==> src/rtl/alu_iter.sv <==
// alu_iter: iterative ALU with one-cycle logic/arith ops and bit-serial shifts over valid/ready channels.
// Define ALU_ITER_SLT_EN to add SLT (1000) and SLTU (1001); otherwise every 1xxx code returns 0.
module alu_iter #(
    parameter int WIDTH   = 32,
    parameter int SHAMT_W = 5
) (
    input  logic             clk_i,
    input  logic             rst_i,
    input  logic             in_valid_i,
    output logic             in_ready_o,
    input  logic [3:0]       ALU_ctrl_i,
    input  logic [WIDTH-1:0] src1_i,
    input  logic [WIDTH-1:0] src2_i,
    output logic             out_valid_o,
    input  logic             out_ready_i,
    output logic [WIDTH-1:0] result_o,
    output logic             zero_o,
    output logic             busy_o
);
    typedef enum logic [1:0] {IDLE, SHIFT, DONE} state_t;

    state_t             state, state_n;
    logic [WIDTH-1:0]   acc, acc_n, res_n, quick, shifted;
    logic [SHAMT_W-1:0] cnt, cnt_n, shamt;
    logic [1:0]         sop, sop_n;
    logic               accept, is_shift;

    assign shamt       = src2_i[SHAMT_W-1:0];
    assign in_ready_o  = state == IDLE;
    assign busy_o      = state != IDLE;
    assign out_valid_o = state == DONE;
    assign zero_o      = result_o == '0;
    assign accept      = in_valid_i && in_ready_o;
    assign is_shift    = ALU_ctrl_i[3:2] == 2'b01 && ALU_ctrl_i[1:0] != 2'b10;
    // sop holds ctrl[1:0]: 00 SLL, 01 SRL, 11 SRA (bit 1 selects sign fill)
    assign shifted     = sop == 2'b00 ? acc << 1 : {sop[1] & acc[WIDTH-1], acc[WIDTH-1:1]};

    always_comb begin
        quick = '0;
        case (ALU_ctrl_i)
            4'b0000: quick = src1_i & src2_i;
            4'b0001: quick = src1_i | src2_i;
            4'b0010: quick = src1_i + src2_i;
            4'b0011: quick = src1_i ^ src2_i;
            4'b0110: quick = src1_i - src2_i;
            4'b0100, 4'b0101, 4'b0111: quick = src1_i;
`ifdef ALU_ITER_SLT_EN
            4'b1000: quick = WIDTH'($signed(src1_i) < $signed(src2_i));
            4'b1001: quick = WIDTH'(src1_i < src2_i);
`endif
            default: quick = '0;
        endcase
    end

    always_comb begin
        state_n = state;
        acc_n   = acc;
        cnt_n   = cnt;
        sop_n   = sop;
        res_n   = result_o;
        case (state)
            IDLE: if (accept) begin
                if (is_shift && shamt != '0) begin
                    state_n = SHIFT;
                    acc_n   = src1_i;
                    cnt_n   = shamt;
                    sop_n   = ALU_ctrl_i[1:0];
                end else begin
                    state_n = DONE;
                    res_n   = quick;
                end
            end
            SHIFT: begin
                acc_n = shifted;
                cnt_n = cnt - SHAMT_W'(1);
                if (cnt == SHAMT_W'(1)) begin
                    state_n = DONE;
                    res_n   = shifted;
                end
            end
            DONE: state_n = out_ready_i ? IDLE : DONE;
            default: state_n = IDLE;
        endcase
    end

    always_ff @(posedge clk_i) begin
        if (rst_i) begin
            state    <= IDLE;
            acc      <= '0;
            cnt      <= '0;
            sop      <= '0;
            result_o <= '0;
        end else begin
            state    <= state_n;
            acc      <= acc_n;
            cnt      <= cnt_n;
            sop      <= sop_n;
            result_o <= res_n;
        end
    end
endmodule

==> config.mk <==
export PLATFORM = sky130hd
export DESIGN_NAME = alu_iter
export DESIGN_NICKNAME = d
export VERILOG_FILES = /design/src/rtl/alu_iter.sv
export SDC_FILE = /design/constraint.sdc
export NUM_CORES = 1
export LEC_CHECK = 0
export BUFFER_PORTS_ARGS = -buffer_cell sky130_fd_sc_hd__buf_2
export CORE_MARGIN = 4
export CORE_UTILIZATION = 59
export DETAILED_ROUTE_END_ITERATION = 16
export MAX_ROUTING_LAYER = met4
export PLACE_DENSITY_LB_ADDON = 0.3
export SLEW_MARGIN = 25
export SYNTH_ARGS = -nofsm -noshare
export SYNTH_HDL_FRONTEND = slang
export SYNTH_SLANG_ARGS = --single-unit
==> constraint.sdc <==
create_clock -name clk_i -period 5.7 [get_ports clk_i]
set_clock_uncertainty 0.15 [all_clocks]
set_input_delay 0.57 -clock clk_i [delete_from_list [all_inputs] [get_ports clk_i]]
set_output_delay 0.57 -clock clk_i [all_outputs]
set_load 0.005 [all_outputs]
# ---- Word level (Yosys, flattened, before mapping)
# Index checks and enable logic that the tools add are counted.
dict set report classes {
  muxes 17
  reduce_logical 15
  bitwise 4
  addsub 3
  n_eq_ne 16
}
# cell count
set op_table {}
lappend op_table {{two-way mux 32 bit} 6}
lappend op_table {{one-hot mux 32 bit (6 select lines)} 1}
lappend op_table {{one-hot mux 32 bit (2 select lines)} 2}
lappend op_table {{adder 32 bit} 1}
lappend op_table {{AND 32 bit} 1}
lappend op_table {{zero test 32 bit} 1}
lappend op_table {{bitwise OR 32 bit} 1}
lappend op_table {{subtractor 32 bit} 1}
lappend op_table {{bitwise XOR 32 bit} 1}
lappend op_table {{== test 4 x 3 -> 1 bit (second input constant)} 4}
lappend op_table {{two-way mux 5 bit} 2}
lappend op_table {{one-hot mux 5 bit (2 select lines)} 1}
lappend op_table {{== test 4 x 2 -> 1 bit (second input constant)} 2}
lappend op_table {{two-way mux 2 bit} 4}
lappend op_table {{!= test 2 bit (second input constant)} 3}
lappend op_table {{one-hot mux 2 bit (3 select lines)} 1}
lappend op_table {{AND reduction 3 bit} 2}
lappend op_table {{== test 5 x 1 -> 1 bit (second input constant)} 1}
lappend op_table {{nonzero test 5 bit} 1}
lappend op_table {{subtractor 5 x 1 -> 5 bit (second input constant)} 1}
lappend op_table {{== test 2 x 1 -> 1 bit (second input constant)} 2}
lappend op_table {{== test 4 x 1 -> 1 bit (second input constant)} 1}
lappend op_table {{zero test 2 bit} 2}
lappend op_table {{zero test 4 bit} 1}
lappend op_table {{8 further kinds} 12}
dict set report word_totals {
  elab_cells 60
  out_inout_bits 36
  input_bits 72
  regBits 73
}

# ---- Logic depth before layout (Yosys ltp)
# Gate-level depths: netlist of run 1.
dict set report depth {
  word_depth 6
  mapped_depth 18
  depth_no_buf 18
}

# ---- Worst setup path after synthesis of run 1
# OpenSTA, ideal clock, no wires.
dict set report synth_path {
  path_type {input-to-reg}
  start {input ALU_ctrl_i[3]}
  end {register result_o[30]}
  slack_ns 1.473
  setup_time_ns 0.101
  arrival_ns 3.976
  n_path_buf 3
  cell_stages 17
  required_time_ns 5.449
  path_cell_list {clkbuf_1 -> nor2_1 -> and2_1 -> clkbuf_1 -> clkbuf_1 -> nor2_1 -> xnor2_1 -> ha_1 -> a21o_1 -> a21o_1 -> a21o_1 -> and3_1 -> a41o_1 -> o31a_1 -> a31oi_1 -> xor2_1 -> o41ai_1}
}
dict set report synth_via {
  elab_chain_len 6
  elab_cells_between_ends 18
  cone_classes {eq/ne (9); mux (4); reduce/logical (5)}
}
# item line_no
set synth_lines {}
lappend synth_lines {{from (decl)} 11} ;# input logic [3:0] ALU_ctrl_i,
lappend synth_lines {{== test 4 x 3 -> 1 bit} 40} ;# case (ALU_ctrl_i)
lappend synth_lines {{OR reduction 3 bit} 40}
lappend synth_lines {{one-hot mux 32 bit (6 select lines)} 40}
lappend synth_lines {{two-way mux 32 bit} 63} ;# if (is_shift && shamt != '0) begin
lappend synth_lines {{two-way mux 32 bit} 62} ;# IDLE: if (accept) begin
lappend synth_lines {{one-hot mux 32 bit (2 select lines)} 61} ;# case (state)
lappend synth_lines {{to (signal assigned)} 98} ;# result_o <= res_n;
lappend synth_lines {{to (decl)} 16} ;# output logic [WIDTH-1:0] result_o,
# Several ways; a longest one is shown, not always the timed one. The select of a mux whose other input is x is not followed.
# A chain may end at the register's enable or synchronous reset.

# ---- Worst setup path after layout of run 1
dict set report layout_path {
  start {input src2_i[2]}
  end {register result_o[30]}
}
dict set report layout_via {
  elab_chain_len 5
  elab_cells_between_ends 10
  cone_classes {add/sub (2); eq/ne (1); mux (4); reduce/logical (3)}
}
# item line_no
set layout_lines {}
lappend layout_lines {{from (decl)} 13} ;# input logic [WIDTH-1:0] src2_i,
lappend layout_lines {{subtractor 32 bit / adder 32 bit (equally long branches)} {45, 43}}
lappend layout_lines {{one-hot mux 32 bit (6 select lines)} 40}
lappend layout_lines {{two-way mux 32 bit} 63}
lappend layout_lines {{two-way mux 32 bit} 62}
lappend layout_lines {{one-hot mux 32 bit (2 select lines)} 61}
# Several ways; a longest one is shown, not always the timed one. The select of a mux whose other input is x is not followed.

==> flow_metrics.env, run 1 <==
export IMPL_slew_violations=0
export IMPL_crit_start="src2_i[2]"
export IMPL_synth_area_leader_cell="dfxtp_1"
export IMPL_drc=0
export IMPL_hold_violations=0
export IMPL_die_x_microns=121.8
export IMPL_reg2reg_depth=7
export IMPL_fp_dieH_microns=121.8
export IMPL_switchingPower_w=0.0006809
export IMPL_power_frac_clock=0.314
export IMPL_nNetsFinal=1324
export IMPL_clock_latency_ns=0.35
export IMPL_fin_crit_ns=4.439
export IMPL_crit_path_end_kind="flip-flop"
export IMPL_synth_simple_area_share=0.2212
export IMPL_grt_pass1_vias=7696
export IMPL_path_cells="buf_2 > nor4_2 > nand2_1 > nor3_1 > buf_4 > and3_1 > nand2_1 > o21ai_0 > xnor2_1 > ha_1 > and3_1 > nand3_1 > nor2_1 > and3_1 > a41o_1 > o31a_1 > a31oi_1 > xor2_1 > o41ai_1"
export IMPL_synthTopCellsByArea="dfxtp_1 19%, ha_1 16%, a21oi_1 10%"
export IMPL_overflow=0
export IMPL_grt_max_degree=77
export IMPL_clock_tree_root_cell="clkbuf_16"
export IMPL_setup_tns_ns=0
export IMPL_cts_max_level=3
export IMPL_antennaDiodeCount=0
export IMPL_final_common_cell="a21oi_1"
export IMPL_cts_tree="built"
export IMPL_routabilityCongestion=1.054
export IMPL_maxCapViolCount=0
export IMPL_grtUsageTotal=0.3412
export IMPL_drtPass1Iterations=6
export IMPL_dieArea_sq_um=14840
export IMPL_power_w=0.001789
export IMPL_syn_area_sq_um=7641
export IMPL_clock_sinks=73
export IMPL_min_delay_path_class="input pin to flip-flop"
export IMPL_crit_fanout=7
export IMPL_route_final_wire_length_mm=24.83
export IMPL_finalCritPeriodShare=0.7788
export IMPL_syn_inst=1086
export IMPL_worst_slew_pin_slew_ns=1.037
export IMPL_ant_nets=0
export IMPL_synth_nets=1258
export IMPL_initial_core_util=0.6030
export IMPL_slew_headroom=0.3058
export IMPL_rsz0062_at_grt="false"
export IMPL_hold_ws_ns=0.2939
export IMPL_postCtsSetupBuffers=0
export IMPL_ys_flop_type="dfxtp_1"
export IMPL_critPathArrivalTime_ns=4.54
export IMPL_synth_enable_flop_cells=0
export IMPL_p_int_w=0.001109
export IMPL_synthXorXnorAreaFrac=0.06304
export IMPL_p_per_area_nw_per_um2=209.1
export IMPL_p_leak_nw=3.771
export IMPL_clk_pin_slew_ns=0.07
export IMPL_place_inst=1313
export IMPL_final_cell_mix="152 x a21oi_1, 133 x nor2_1, 119 x nand2_1"
export IMPL_clock_path_buffers=2
export IMPL_syn_avg_cell_area_sq_um=7.036
export IMPL_cp_slowest_cell="nor4_2"
export IMPL_drive_above_1_share=0.1383
export IMPL_numCtsBuffers=9
export IMPL_ys_types=68
export IMPL_port_buffers=107
export IMPL_combPwrFrac=0.360
export IMPL_yosys_warnings=0
export IMPL_muxShareOfSynthArea=0.003930
export IMPL_yosysTopAreaCellShare=0.1913
export IMPL_synth_top_family_by_area="compound AO/OA/AOI/OAI gates"
export IMPL_power_frac_seq=0.326
export IMPL_antenna_found_initial=0
export IMPL_placed_area_sq_um=8264
export IMPL_synth_compound_gate_area_share=0.2874
export IMPL_layout_cells_non_filler=1329
export IMPL_crit_path_frequent_cell="and3_1"
export IMPL_finalInstanceArea_sq_um=8557
export IMPL_rr_endpoint="result_o[9]$_SDFFE_PP0P_"
export IMPL_switching_share=0.3805
export IMPL_yosysSeqAreaShare=0.1913
export IMPL_cts_resized=0
export IMPL_io_pins=108
export IMPL_grt_pass1_wl_mm=39.41
export IMPL_setup_violations=0
export IMPL_rows=41
export IMPL_cp_slowest_stage_delay_ns=0.65
export IMPL_wire_per_inst_microns=18.69
export IMPL_synthAdderAreaFrac=0.1647
export IMPL_cp_required_ns=5.80
export IMPL_viasPerCell=6.366
export IMPL_core_sq_um=12670
export IMPL_synth_seq_cells=73
export IMPL_timing_rr_start="state[1]$_SDFFE_PP0P_"
export IMPL_dp_hpwl_mm=17.78
export IMPL_status="finished, final reports clean"
export IMPL_synthToLayoutAreaGrowth_pct=11.99
export IMPL_cp_start_kind="input pin"
export IMPL_drt_iter0_markers=1009
export IMPL_num_vias=8461
export IMPL_async_flop_share=0
export IMPL_worstSetupPathType="input pin to flip-flop"
export IMPL_cts_hold_buf=0
export IMPL_clock_fmax_ghz=0.2253
export IMPL_vdd_drop_max_mv=0.1348
export IMPL_crit_path_end="result_o[30]$_SDFFE_PP0P_"
export IMPL_reg2reg_slack_ns=2.65
==> synth_stat cells, types with 2 or more instances <==
| cell type | instances |
|---|---|
| a22oi_1 | 11 |
| a221oi_1 | 17 |
| a211o_1 | 2 |
| a2111oi_0 | 4 |
| o21ai_1 | 2 |
| a21oi_1 | 152 |
| buf_2 | 4 |
| nor2_1 | 135 |
| ha_1 | 99 |
| nor4_1 | 15 |
| nor3_1 | 28 |
| or2_2 | 5 |
| xnor2_1 | 39 |
| o41ai_1 | 4 |
| o21bai_1 | 5 |
| inv_1 | 72 |
| nand3_1 | 15 |
| a311oi_1 | 5 |
| o31ai_1 | 5 |
| a211oi_1 | 20 |
| and2_1 | 5 |
| a41oi_1 | 2 |
| nand3b_1 | 3 |
| clkbuf_1 | 60 |
| mux2i_1 | 3 |
| o211ai_1 | 10 |
| dfxtp_1 | 73 |
| buf_1 | 2 |
| a21o_1 | 18 |
| nand2b_1 | 9 |
| xor2_1 | 16 |
| o221ai_1 | 4 |
| nor2b_1 | 8 |
| o21ai_0 | 44 |
| o2111ai_1 | 3 |
| a31oi_1 | 11 |
| a222oi_1 | 9 |
| a21boi_0 | 2 |
| o31a_1 | 2 |
| o41ai_2 | 2 |
| nand4_1 | 7 |
| or3_1 | 3 |
| and3_1 | 8 |
| nand2_1 | 119 |
==> metrics by stage <==
step / utilization / setup slack [ns]
3_3_place_gp: 0.6520 / 1.055
4_1_cts: 0.6751 / 1.335
3_5_place_dp: 0.6522 / 0.9977
5_1_grt: 0.6753 / 1.001
6_report: 0.6753 / 1.261
2_1_floorplan: - / 1.473
==> routing by layer <==
metal  track usage  vias up  routed length (microns)
met5             -        -                        0
met4        0.1169        0                      831
met3       0.05850       76                     2318
met2        0.5421      457                    11300
met1        0.4404     3924                    10390
li1              -     4004                        -
==> worst max-delay path: cells and delay by family <==
kind                     cells  cell delay (ns)
AND/OR/NAND/NOR              9             1.89
AO/OA/AOI/OAI                5             1.22
adder cells (fa/ha/maj)      1             0.32
buffers and inverters        2             0.30
XOR/XNOR                     2             0.22
==> worst min path at each step <==
| stage | cells after the start | startpoint | end |
|---|---|---|---|
| global route | 2 | rst_i | result_o[18]$_SDFFE_PP0P_ |
| detailed placement | 2 | result_o[4]$_SDFFE_PP0P_ | result_o[4]$_SDFFE_PP0P_ |
| floorplan | 2 | sop[0]$_SDFFE_PP0P_ | sop[0]$_SDFFE_PP0P_ |
| finish | 2 | rst_i | result_o[18]$_SDFFE_PP0P_ |
| global placement | 2 | result_o[4]$_SDFFE_PP0P_ | result_o[4]$_SDFFE_PP0P_ |
| CTS | 2 | rst_i | result_o[18]$_SDFFE_PP0P_ |
==> power by group through the flow <==
stage               logic [W]  registers (W)  clock network (W)
floorplan            0.000427       0.000585                  0
global placement     0.000616       0.000592                  0
detailed placement   0.000626       0.000593                  0
CTS                  0.000630       0.000582           0.000559
global route         0.000709       0.000588           0.000585
finish               0.000645       0.000584           0.000561
==> final cells by class <==
type / count / area (sq um)
Multi-Input combinational cell: 875 / 5679
Fill cell: 1158 / 4114
Sequential cell: 73 / 1461
Timing Repair Buffer: 121 / 640.6
Inverter: 72 / 270.3
Clock buffer: 10 / 239.0
Tap cell: 172 / 215.2
Clock inverter: 6 / 51.30
==> flip-flops by register name, indices dropped and copies added (netlist names) <==
register,count
sop,2
acc,32
state,2
result_o,32
cnt,5
==> kinds of logic after synthesis <==
kind of cell               Yosys count
and+or+nand+nor                    373
AOI/OAI and AO/OA                  344
buffers and inverters              138
adders and majority gates          100
DFF                                 73
xor gates and xnor gates            55
muxes                                3
Note: power is estimated with default switching activity, not from simulation.
==> run 2, diff against run 1 <==
--- a/config.mk
+++ b/config.mk
@@ -7,7 +7,7 @@
 export LEC_CHECK = 0
 export BUFFER_PORTS_ARGS = -buffer_cell sky130_fd_sc_hd__buf_2
 export CORE_MARGIN = 4
-export CORE_UTILIZATION = 59
+export CORE_UTILIZATION = 54
 export DETAILED_ROUTE_END_ITERATION = 16
 export MAX_ROUTING_LAYER = met4
 export PLACE_DENSITY_LB_ADDON = 0.3
==> constraint.sdc (replaced) <==
create_clock -name clk_i -period 3.95 [get_ports clk_i]
set_clock_uncertainty 0.15 [all_clocks]
set_input_delay 0.395 -clock clk_i [delete_from_list [all_inputs] [get_ports clk_i]]
set_output_delay 0.395 -clock clk_i [all_outputs]
set_load 0.005 [all_outputs]
==> run 2 against run 1 <==
Hold slack lost 0.077 ns. Clock power grew 38%. Non-clock buffer count grew 93. Count of clock-buffer cells in the layout grew 2. Sequential share of layout area shrank 1.3 points. Final cell count grew 7.6%. Largest cell class unchanged. Sequential power grew 44%. Cell area grew 8.6%.
==> flow_metrics.env, run 2 (same netlist as run 1, synthesis figures left out) <==
export IMPL_io_pins=108
export IMPL_worstSetupPathType="input pin to flip-flop"
export IMPL_nNetsFinal=1417
export IMPL_critPathArrivalTime_ns=3.82
export IMPL_clock_sinks=73
export IMPL_fin_crit_ns=3.769
export IMPL_p_leak_nw=4.238
export IMPL_cts_hold_buf=0
export IMPL_drc=0
export IMPL_rows=43
export IMPL_combPwrFrac=0.397
export IMPL_power_w=0.002680
export IMPL_final_common_cell="a21oi_1"
export IMPL_crit_fanout=4
export IMPL_cp_start_kind="input pin"
export IMPL_min_delay_path_class="input pin to flip-flop"
export IMPL_core_sq_um=13880
export IMPL_drtPass1Iterations=6
export IMPL_p_per_area_nw_per_um2=288.5
export IMPL_antenna_found_initial=0
export IMPL_clock_latency_ns=0.34
export IMPL_timing_rr_start="state[1]$_SDFFE_PP0P_"
export IMPL_num_vias=8777
export IMPL_route_final_wire_length_mm=26.27
export IMPL_clock_tree_root_cell="clkbuf_16"
export IMPL_grt_max_degree=62
export IMPL_vdd_drop_max_mv=0.2681
export IMPL_hold_path_startpoint="src1_i[0]"
export IMPL_clk_pin_slew_ns=0.06
export IMPL_cp_slowest_cell="or4_4"
export IMPL_ant_nets=0
export IMPL_maxCapViolCount=0
export IMPL_port_buffers=107
export IMPL_worst_slew_pin_slew_ns=1.025
export IMPL_regArea_sq_um=1461
export IMPL_viasPerCell=6.138
export IMPL_use_met2=0.5087
export IMPL_fill_cells=1230
export IMPL_multi_input_area_sq_um=5719
export IMPL_path_cells="buf_2 > or4_4 > nor2_2 > and4_4 > and3_4 > nor2_1 > xnor2_1 > ha_1 > a21o_1 > o21bai_1 > a21o_1 > a211oi_2 > o21bai_1 > o31a_1 > a31oi_1 > xor2_1 > o41ai_2"
export IMPL_power_frac_seq=0.314
export IMPL_grt_pass1_vias=8209
export IMPL_overflow=0
export IMPL_final_cell_mix="150 x a21oi_1, 133 x nor2_1, 118 x nand2_1"
export IMPL_antennaDiodeCount=0
export IMPL_synthToLayoutAreaGrowth_pct=21.57
export IMPL_p_int_w=0.001694
export IMPL_crit_start="src2_i[8]"
export IMPL_setup_violations=0
export IMPL_path_delay_family="compound AO/OA/AOI/OAI gates"
export IMPL_hold_violations=0
export IMPL_hold_ws_ns=0.2165
export IMPL_cp_slowest_stage_delay_ns=0.57
export IMPL_clock_path_buffers=2
export IMPL_slew_violations=0
export IMPL_initial_core_util=0.5505
export IMPL_clock_fmax_ghz=0.2653
export IMPL_numCtsBuffers=9
export IMPL_drive_above_1_share=0.2056
export IMPL_finalCritPeriodShare=0.9541
export IMPL_cts_tree="built"
export IMPL_grt_use_met1=0.4073
export IMPL_grtUsageTotal=0.3263
export IMPL_grt_pass1_wl_mm=41.44
export IMPL_dieArea_sq_um=16120
export IMPL_reg_top3="acc x32, result_o x32, cnt x5"
export IMPL_drt_iter0_markers=976
export IMPL_crit_buf_inv=1
export IMPL_cts_max_level=3
export IMPL_dp_hpwl_mm=19.78
export IMPL_routabilityCongestion=0.9854
export IMPL_setup_tns_ns=0
export IMPL_slew_headroom=0.3104
export IMPL_post_route_util=0.6692
export IMPL_die_x_microns=127.0
export IMPL_cp_required_ns=4.00
export IMPL_fp_dieH_microns=127.0
export IMPL_grtUsageMet3=0.05137
export IMPL_power_frac_clock=0.289
export IMPL_gr_max_usage_layer="met2"
export IMPL_rsz0062_at_grt="true"
export IMPL_crit_path_end_kind="flip-flop"
export IMPL_switching_share=0.3681
export IMPL_wire_per_inst_microns=18.37
export IMPL_switchingPower_w=0.0009864
export IMPL_status="finished, final reports clean"
==> run 2: final timing paths <==
check                                   end  cells after the start  slack, ns
setup reg to reg  result_o[29]$_SDFFE_PP0P_                      6       1.22
hold reg to reg    result_o[6]$_SDFFE_PP0P_                      2       0.32
setup / recovery  result_o[30]$_SDFFE_PP0P_                     17       0.18
hold / removal          acc[0]$_SDFFE_PP0P_                      3       0.22
==> run 2: final cells by class <==
type,instances,share of cell area
well taps,180,0.02425
repair buffers,214,0.1441
inverters,72,0.02909
clock inverters,4,0.002963
multi-input cells,875,0.6157
clock buffers,12,0.02654
flip-flops and latches,73,0.1573
==> run 2: repair_timing <==
| item | in CTS | in global routing |
|---|---|---|
| endpoints found under the setup margin | 0 | 5 |
| setup buffers | 0 | 0 |
| gates resized for setup | 0 | 9 |
==> run 2: power groups by stage <==
| stage | Clock (W) | Combinational, W | Sequential, W |
|---|---|---|---|
| 6_report | 0.000774 | 0.00106 | 0.000842 |
| 5_1_grt | 0.000806 | 0.00116 | 0.000848 |
| 4_1_cts | 0.000776 | 0.00104 | 0.000840 |
| 3_5_place_dp | 0 | 0.00103 | 0.000856 |
| 3_3_place_gp | 0 | 0.00102 | 0.000854 |
| 2_1_floorplan | 0 | 0.000617 | 0.000844 |
==> run 2: routing by layer <==
metal,share of wire,vias to the layer above
met3,0.090,113
met5,0,-
li1,-,4195
met1,0.41,4033
met2,0.45,436
met4,0.050,0
==> run 2: worst reg2reg max path: stages (launching register included) <==
cell	delay (ns)
dfxtp_1	0.51
nand2b_2	0.33
nor2_1	0.16
or3_1	0.64
buf_4	0.33
a2111oi_0	0.35
a211oi_1	0.12
==> run 2: stage by stage <==
step | worst slack (ns) | instance area [sq um] | instances
after floorplan | 0.004220 | 7644 | 1086
after CTS | 0.1209 | 9246 | 1430
after global routing | 0.009419 | 9289 | 1430
after detailed placement | -0.2226 | 8972 | 1414
final | 0.1813 | 9289 | 1430
after global placement | -0.1877 | 8972 | 1414
